$ cat src/rtl/mips_ctrl_pkg.sv
// rtl/mips_ctrl_pkg.sv - state, opcode/funct and select encodings for the multi-cycle MIPS control path
package mips_ctrl_pkg;

  typedef enum logic [2:0] {
    st_if,
    st_id,
    st_exe,
    st_mem,
    st_wb,
    st_halt
  } state_t;

  localparam logic [5:0] op_rtype = 6'b000000;
  localparam logic [5:0] op_addi  = 6'b001000;
  localparam logic [5:0] op_ori   = 6'b001101;
  localparam logic [5:0] op_lw    = 6'b100011;
  localparam logic [5:0] op_sw    = 6'b101011;
  localparam logic [5:0] op_beq   = 6'b000100;
  localparam logic [5:0] op_bne   = 6'b000101;
  localparam logic [5:0] op_j     = 6'b000010;
  localparam logic [5:0] op_halt  = 6'b111111;

  localparam logic [5:0] fn_add = 6'b100000;
  localparam logic [5:0] fn_sub = 6'b100010;
  localparam logic [5:0] fn_and = 6'b100100;
  localparam logic [5:0] fn_or  = 6'b100101;
  localparam logic [5:0] fn_slt = 6'b101010;
  localparam logic [5:0] fn_sll = 6'b000000;

  typedef enum logic [2:0] {
    alu_add = 3'b000,
    alu_sub = 3'b001,
    alu_and = 3'b010,
    alu_or  = 3'b011,
    alu_slt = 3'b100,
    alu_sll = 3'b101
  } alu_op_t;

  typedef enum logic [1:0] {
    pc_plus4  = 2'b00,
    pc_branch = 2'b01,
    pc_jump   = 2'b10
  } pc_src_t;

endpackage

$ cat src/rtl/alu_ctrl.sv
// rtl/alu_ctrl.sv - combinational opcode/funct decode into ALU controls and legality
module alu_ctrl
  import mips_ctrl_pkg::*;
(
  input  logic [5:0] opcode,
  input  logic [5:0] funct,
  output logic [2:0] alu_op,
  output logic       alu_src_b,
  output logic       ext_zero,
  output logic       legal
);

  always_comb begin
    alu_op    = alu_add;
    alu_src_b = 1'b0;
    ext_zero  = 1'b0;
    legal     = 1'b1;
    case (opcode)
      op_rtype: begin
        case (funct)
          fn_add:  alu_op = alu_add;
          fn_sub:  alu_op = alu_sub;
          fn_and:  alu_op = alu_and;
          fn_or:   alu_op = alu_or;
          fn_slt:  alu_op = alu_slt;
          fn_sll:  alu_op = alu_sll;
          default: legal = 1'b0;
        endcase
      end
      op_addi, op_lw, op_sw: alu_src_b = 1'b1;
      op_ori: begin
        alu_op    = alu_or;
        alu_src_b = 1'b1;
        ext_zero  = 1'b1;
      end
      // Branches compare by subtraction; the zero flag decides the outcome.
      op_beq, op_bne: alu_op = alu_sub;
      op_j, op_halt: ;
      default: legal = 1'b0;
    endcase
  end

endmodule

$ cat src/rtl/multi_cycle_ctrl.sv
// rtl/multi_cycle_ctrl.sv - multi-cycle MIPS control FSM; MULTI_CYCLE_CTRL_PERF_EN adds cycle/instruction counters
module multi_cycle_ctrl
  import mips_ctrl_pkg::*;
(
  input  logic        clk,
  input  logic        rst,
  input  logic [5:0]  opcode,
  input  logic [5:0]  funct,
  input  logic        zero,
  input  logic        imem_ack,
  input  logic        dmem_ack,
  output logic        imem_req,
  output logic        ir_write,
  output logic        pc_write,
  output logic [1:0]  pc_src,
  output logic        alu_src_b,
  output logic        ext_zero,
  output logic [2:0]  alu_op,
  output logic        dmem_req,
  output logic        dmem_we,
  output logic        reg_write,
  output logic        reg_dst,
  output logic        wb_src,
  output logic        illegal,
  output logic        halted
`ifdef MULTI_CYCLE_CTRL_PERF_EN
  ,
  output logic [31:0] cycle_cnt,
  output logic [31:0] instr_cnt
`endif
);

  state_t     state;
  logic [2:0] dec_alu_op;
  logic       dec_src_b;
  logic       dec_ext_zero;
  logic       dec_legal;
  logic       is_rtype;
  logic       is_lw;
  logic       is_sw;
  logic       is_mem;
  logic       is_branch;
  logic       br_taken;

  alu_ctrl u_alu_ctrl (
    .opcode    (opcode),
    .funct     (funct),
    .alu_op    (dec_alu_op),
    .alu_src_b (dec_src_b),
    .ext_zero  (dec_ext_zero),
    .legal     (dec_legal)
  );

  assign is_rtype  = (opcode == op_rtype);
  assign is_lw     = (opcode == op_lw);
  assign is_sw     = (opcode == op_sw);
  assign is_mem    = is_lw | is_sw;
  assign is_branch = (opcode == op_beq) | (opcode == op_bne);
  assign br_taken  = (opcode == op_beq) ? zero : !zero;

  always_ff @(posedge clk or posedge rst) begin
    if (rst) begin
      state <= st_if;
    end else begin
      case (state)
        st_if:   if (imem_ack) state <= st_id;
        st_id: begin
          if (!dec_legal || opcode == op_j) state <= st_if;
          else if (opcode == op_halt)       state <= st_halt;
          else                              state <= st_exe;
        end
        st_exe: begin
          if (is_branch)   state <= st_if;
          else if (is_mem) state <= st_mem;
          else             state <= st_wb;
        end
        st_mem:  if (dmem_ack) state <= is_lw ? st_wb : st_if;
        st_wb:   state <= st_if;
        st_halt: state <= st_halt;
        default: state <= st_if;
      endcase
    end
  end

  // Outputs decode from state plus live ack/zero so a same-cycle ack or branch
  // outcome acts immediately; rst gates everything off without waiting for a clock.
  always_comb begin
    imem_req  = 1'b0;
    ir_write  = 1'b0;
    pc_write  = 1'b0;
    pc_src    = pc_plus4;
    alu_src_b = 1'b0;
    ext_zero  = 1'b0;
    alu_op    = alu_add;
    dmem_req  = 1'b0;
    dmem_we   = 1'b0;
    reg_write = 1'b0;
    reg_dst   = 1'b0;
    wb_src    = 1'b0;
    illegal   = 1'b0;
    halted    = 1'b0;
    if (!rst) begin
      case (state)
        st_if: begin
          imem_req = 1'b1;
          if (imem_ack) begin
            ir_write = 1'b1;
            pc_write = 1'b1;
            pc_src   = pc_plus4;
          end
        end
        st_id: begin
          illegal = !dec_legal;
          if (dec_legal && opcode == op_j) begin
            pc_write = 1'b1;
            pc_src   = pc_jump;
          end
        end
        st_exe: begin
          alu_op    = dec_alu_op;
          alu_src_b = dec_src_b;
          ext_zero  = dec_ext_zero;
          if (is_branch && br_taken) begin
            pc_write = 1'b1;
            pc_src   = pc_branch;
          end
        end
        st_mem: begin
          dmem_req = 1'b1;
          dmem_we  = is_sw;
          alu_op   = alu_add;
        end
        st_wb: begin
          reg_write = 1'b1;
          reg_dst   = is_rtype;
          wb_src    = is_lw;
          alu_op    = dec_alu_op;
          alu_src_b = dec_src_b;
        end
        st_halt: halted = 1'b1;
        default: ;
      endcase
    end
  end

`ifdef MULTI_CYCLE_CTRL_PERF_EN
  logic retire;

  // An instruction retires on its last cycle before IF; illegal ones never retire.
  assign retire = (state == st_id && dec_legal && opcode == op_j) ||
                  (state == st_exe && is_branch) ||
                  (state == st_mem && is_sw && dmem_ack) ||
                  (state == st_wb);

  always_ff @(posedge clk or posedge rst) begin
    if (rst) begin
      cycle_cnt <= '0;
      instr_cnt <= '0;
    end else begin
      if (state != st_halt) cycle_cnt <= cycle_cnt + 32'd1;
      if (retire)           instr_cnt <= instr_cnt + 32'd1;
    end
  end
`endif

endmodule

$ cat config.mk
export PLATFORM = sky130hd
export DESIGN_NAME = multi_cycle_ctrl
export DESIGN_NICKNAME = d
export VERILOG_FILES = /design/src/rtl/mips_ctrl_pkg.sv /design/src/rtl/alu_ctrl.sv /design/src/rtl/multi_cycle_ctrl.sv
export SDC_FILE = /design/constraint.sdc
export NUM_CORES = 1
export LEC_CHECK = 0
export CORE_UTILIZATION = 35
export DETAILED_ROUTE_END_ITERATION = 10
export GPL_ROUTABILITY_DRIVEN = 0
export PLACE_DENSITY_LB_ADDON = 0.15
export SLEW_MARGIN = 40
export SYNTH_ARGS = -nofsm -noshare
export SYNTH_HDL_FRONTEND = slang
export SYNTH_SLANG_ARGS = --single-unit
export TNS_END_PERCENT = 10
$ cat constraint.sdc
create_clock -name clk -period 3.3 [get_ports clk]
set_input_delay 0.66 -clock clk [delete_from_list [all_inputs] [get_ports clk]]
set_output_delay 0.66 -clock clk [all_outputs]
set_load 0.01 [all_outputs]
-- Word level (Yosys, flattened, before mapping)
Index checks and enable logic that the tools add are counted.
- input bits: 17
- output and inout port bits: 17
- register bits after elaboration: 3
- logic and storage cells: 85
- bitwise operators: 2
- reduce and logical (&&, ||, !) cells: 14
- equality and inequality tests: 20
- muxes and demuxes: 48
- operators with widths (kind ; count):
    $eq 6x6->1 const B ; 8
    $mux 1 ; 31
    $pmux 3 s5 ; 2
    $mux 3 ; 9
    $eq 6x3->1 const B ; 2
    $eq 6x4->1 const B ; 2
    $logic_not 6->1 ; 2
    $pmux 3 s3 ; 1
    $reduce_or 8->1 ; 1
    $eq 3x2->1 const B ; 2
    $eq 3x3->1 const B ; 2
    $eq 6x2->1 const B ; 1
    $reduce_or 6->1 ; 1
    $mux 2 ; 2
    $ne 2x2->1 const B ; 2
    $pmux 2 s2 ; 1
    $reduce_or 2->1 ; 2
    $reduce_or 4->1 ; 1
    $eq 3x1->1 const B ; 1
    $logic_not 3->1 ; 1
    $pmux 1 s3 ; 1
    $logic_and 1x1->1 ; 2
    $logic_not 1->1 ; 2
    $or 1x1->1 ; 2
    3 further kinds ; 3

-- Longest topological paths before layout
- depth in word-level cells: 8
- mapped depth: 6
- depth with buffers taken out: 5

-- Hierarchy
Synthesis repeated with hierarchy kept, for this count alone.
- cells, all modules: 104
- area total of the unflattened synthesis: 688.2 um^2
- by module, submodules not included (module ; instances ; area each (um^2) ; sequential area each (um^2) ; cells an instance):
    multi_cycle_ctrl ; 1 ; 441.7 ; 75.1 ; 61
    alu_ctrl ; 1 ; 246.5 ; 0.0 ; 43

-- Worst setup path before layout
OpenSTA, ideal clock, no wires.
- path type: input-to-output
- start point: in opcode[2]
- end point: out alu_op[1]
- buffers on the path: 1
- stages on the path: 6
- required time: 2640 ps
- path slack: 513 ps
- data arrival time: 2127 ps
- cells stage by stage: buf_6 -> or4_4 -> nor2_4 -> nand2_2 -> or4_4 -> a21oi_2
- word-level cells in the longest chain between the ends: 5
- elaborated cells on any way between the ends: 8
- classes of those cells: eq/ne: 3; mux: 3; reduce/logical: 2
- RTL lines (item ; RTL line ; source):
    start: declaration ; multi_cycle_ctrl.sv:7 ; input logic [5:0] opcode,
    $eq 6x3->1 ; alu_ctrl.sv:18 ; case (opcode)
    $reduce_or 2->1 ; - ;
    $pmux 3 s3 * ; alu_ctrl.sv:18 ;
    $mux 3 * ; multi_cycle_ctrl.sv:103 ; case (state)
    $mux 3 * ; multi_cycle_ctrl.sv:102 ; if (!rst) begin
    end: declaration ; multi_cycle_ctrl.sv:18 ; output logic [2:0] alu_op,
Mark *: on every way between the ends. The rest lies on a longest branch, timed or not.

-- Worst setup path after layout
- start point: in opcode[4]
- end point: out alu_op[1]
Same word-level chain as after synthesis.

==> results.toml <==
[setup_path]
crit_slowest_cell = "or4_4"
startpoint = "opcode[4]"
worstReg2RegEnd = "state[1]"
r2r_setup_slack_ps = 2050
worstPathRequired_ps = 2640
reg2regPathDepth = 3
crit_chain = "clkdlybuf4s50_1, or4_4, nor2_4, nand2_2, or4_4, a21oi_2, buf_2"
r2r-start = "state[0]"
end_kind = "primary output"
critPathBufInv = 2
cp-start-kind = "primary input"
endpoint = "alu_op[1]"
critical_path_class = "in2out"
crit_top_cell = "or4_4"
cpPeakStageDelay_ps = 560
cp.depth = 7
critical-path-top-delay-family = "simple AND/OR/NAND/NOR gates"
cp_max_fo = 2
worstPathArrival_ps = 2550

[hold_path]
worstHoldPathType = "reg2reg"

[cells_and_area]
largest_reg_flops = 3
drive_above_1_share = 0.201
diodes = 0
fin_area_um2 = 1080
finalNetCount = 157
syn_to_final_growth_pct = 80.4
fillers = 141
top_register = "state"
reg_top3 = "state: 3 flops"
layout.cells.non_filler = 155

[timing]
max_freq_mhz = 311
final-setup-viol-count = 0
timing.final.crit_share = 0.973
relSlewSlack = 0.760
skew_ps = 3.79
rsz0062_at_grt = "false"
hold_violations = 0
fin_crit_ps = 3210
worstMarginPinSlew_ps = 357
final-max-slew-violation-count = 0

[power_and_ir_drop]
irDropWorstVdd_v = 0.000345
sw_frac_of_total = 0.338
p_switching_w = 0.0000732
p_comb_frac = 0.466
seqPwrFrac = 0.232
p_leak_nw = 0.472
pwr_density_cell_nw_per_um2 = 200
p_int_w = 0.000144
clockPowerShare = 0.301

[synthesis]
ys.flop_type = "dfrtp_1"
synth-seq-cells = 3
synthArstFlopShare = 1.00
synth.most_common_cell = "nor2_1"
synth_edf_count = 0
synth_top_area_cell = "dfrtp_1"
synth-warning-count = 0
ys_seq_area_frac = 0.125
syn_nets = 108
synth_area_leaders = "dfrtp_1 13%, nor2b_1 7.3%, nor3_1 6.7%, nor2_1 5.6%, nand2_1 4.4%"
synthesis.instances = 91
syn_area_per_cell_um2 = 6.60
syn_area_um2 = 601
synth_common_cells = "9 x nor2_1, 8 x nor3_1, 7 x nand2_1, 7 x nor2b_1, 5 x nand3_1"
yosys.area.top_type_share = 0.125
synth_cell_types = 36

[routing]
drc = 6
ant_nets = 0
dr.pass1.iters = 7
wire_per_inst_um = 11.6
vias_per_cell = 5.35
vias = 830
first_iter_violations = 39
routed_wirelength_mm = 1.79

[global_routing]
grt_antenna_before_repair = 0
grtUsageMet1 = 0.299
top_usage_layer = "met1"
grt_max_degree = 13
grt_use_met3 = 0.0542
grt_pass1_vias = 698
grt-ovfl-total = 0
grt_pass1_wl_mm = 2.92
grtUsageTotal = 0.198
grtUsageMet2 = 0.294

[floorplan]
die_x_um = 43.4
rows = 14
ioPinCount = 34
die-area_um2 = 1890
coreArea_um2 = 1560
die_h_um = 43.4
initial_core_util = 0.385

[cts]
holdBufCountCts = 0
cts_setup_buffers = 0
htreeDepth = 1
cts_tree = "built"
clockBufferDepth = 2
cts.root.buffer_cell = "clkbuf_4"
cts_made_buffers = 3
clk_latency_ps = 230
clk_pin_slew_ps = 40
cts_sinks = 3

[outcome]
failed_checks = "design-rule violations"
status = "finished, violations left"

[run]
cap_violations = 0

[placed_design]
placed_area_um2 = 1040
portBuffers = 33
dp_hpwl_mm = 1.39
place_inst = 151
cell type report:
type                    count  area (µm²)  share of cell area
repair buffers             49         447               0.412
well taps                  16        20.0              0.0185
inverters                   2        7.51             0.00693
multi-input cells          81         508               0.469
flip-flops and latches      3        75.1              0.0693
clock buffers               4        26.3              0.0242
power groups by stage:
stage / clock [W] / combinational, W / sequential [W]
finish: 0.0000653 / 0.000101 / 0.0000504
CTS: 0.0000677 / 0.000100 / 0.0000498
global placement: 0 / 0.0000989 / 0.0000502
floorplan: 0 / 0.0000533 / 0.0000433
detailed placement: 0 / 0.000100 / 0.0000502
global route: 0.0000729 / 0.000111 / 0.0000509
worst reg2reg max path, cell delays in order (launching register included):
cell and delay (ps):
dfrtp_1 540, nor2b_1 250, nor3b_1 200, a32o_1 190
repair_timing:
item,in CTS,in global routing
endpoints found under the hold margin,0,0
pin swaps,2,0
endpoints found under the setup margin,6,6
resized for setup,8,6
stage by stage:
stage / setup WS [ps] / hold WS, ps / setup TNS, ps / total power [W] / utilization
3_5_place_dp: -327 / 604 / -926 / 0.000150 / 0.669
6_report: 89.0 / 623 / 0 / 0.000217 / 0.695
3_3_place_gp: -309 / 606 / -847 / 0.000149 / 0.669
2_1_floorplan: 513 / 419 / 0 / 0.0000965 / -
5_1_grt: 0.128 / 650 / 0 / 0.000235 / 0.695
4_1_cts: -82.4 / 610 / -93.6 / 0.000217 / 0.688
kinds of logic (layout without fill, tap and decap cells):
logic type                after synthesis  count (layout)  synth area share
AOI/OAI and AO/OA                      20              20             0.213
buffers and inverters                   7              55            0.0583
and+or+nand+nor                        58              58             0.558
muxes                                   1               1            0.0167
xor gates and xnor gates                2               2            0.0292
DFF                                     3               3             0.125
how the worst min path moves through the flow:
| stage | startpoint | to | slack [ps] | cells past startpoint |
|---|---|---|---|---|
| final | state[2] | state[0] | 620 | 1 |
| after floorplan | rst | state[0] | 420 | 1 |
| after CTS | state[2] | state[0] | 610 | 1 |
| after global placement | state[2] | state[0] | 610 | 1 |
| after global routing | state[2] | state[0] | 650 | 1 |
| after detailed placement | state[2] | state[0] | 600 | 1 |
metal layers:
metal,routed length [µm],share of wire
met1,895,0.50
met2,772,0.43
met3,126,0.070
met4,0,0
met5,0,0
placed cells by master, fill, tap and decap left out, types with 2 or more instances in the layout:
cell and instances:
clkdlybuf4s50_1 26, and2_1 2, nor2_1 9, or4b_1 2, dlygate4sd2_1 3, or4_4 2
nor4_1 2, buf_4 16, nand3_1 5, o21ai_0 2, nand2_1 7, nand3b_1 2
o21ai_1 3, a31oi_1 3, or3_1 3, clkbuf_4 3, dlymetal6s2s_1 2, and3_1 4
dfrtp_1 3, a21oi_1 4, nor3_1 7, nor2b_1 7, inv_1 2
Power figures use the tool's default switching activity.
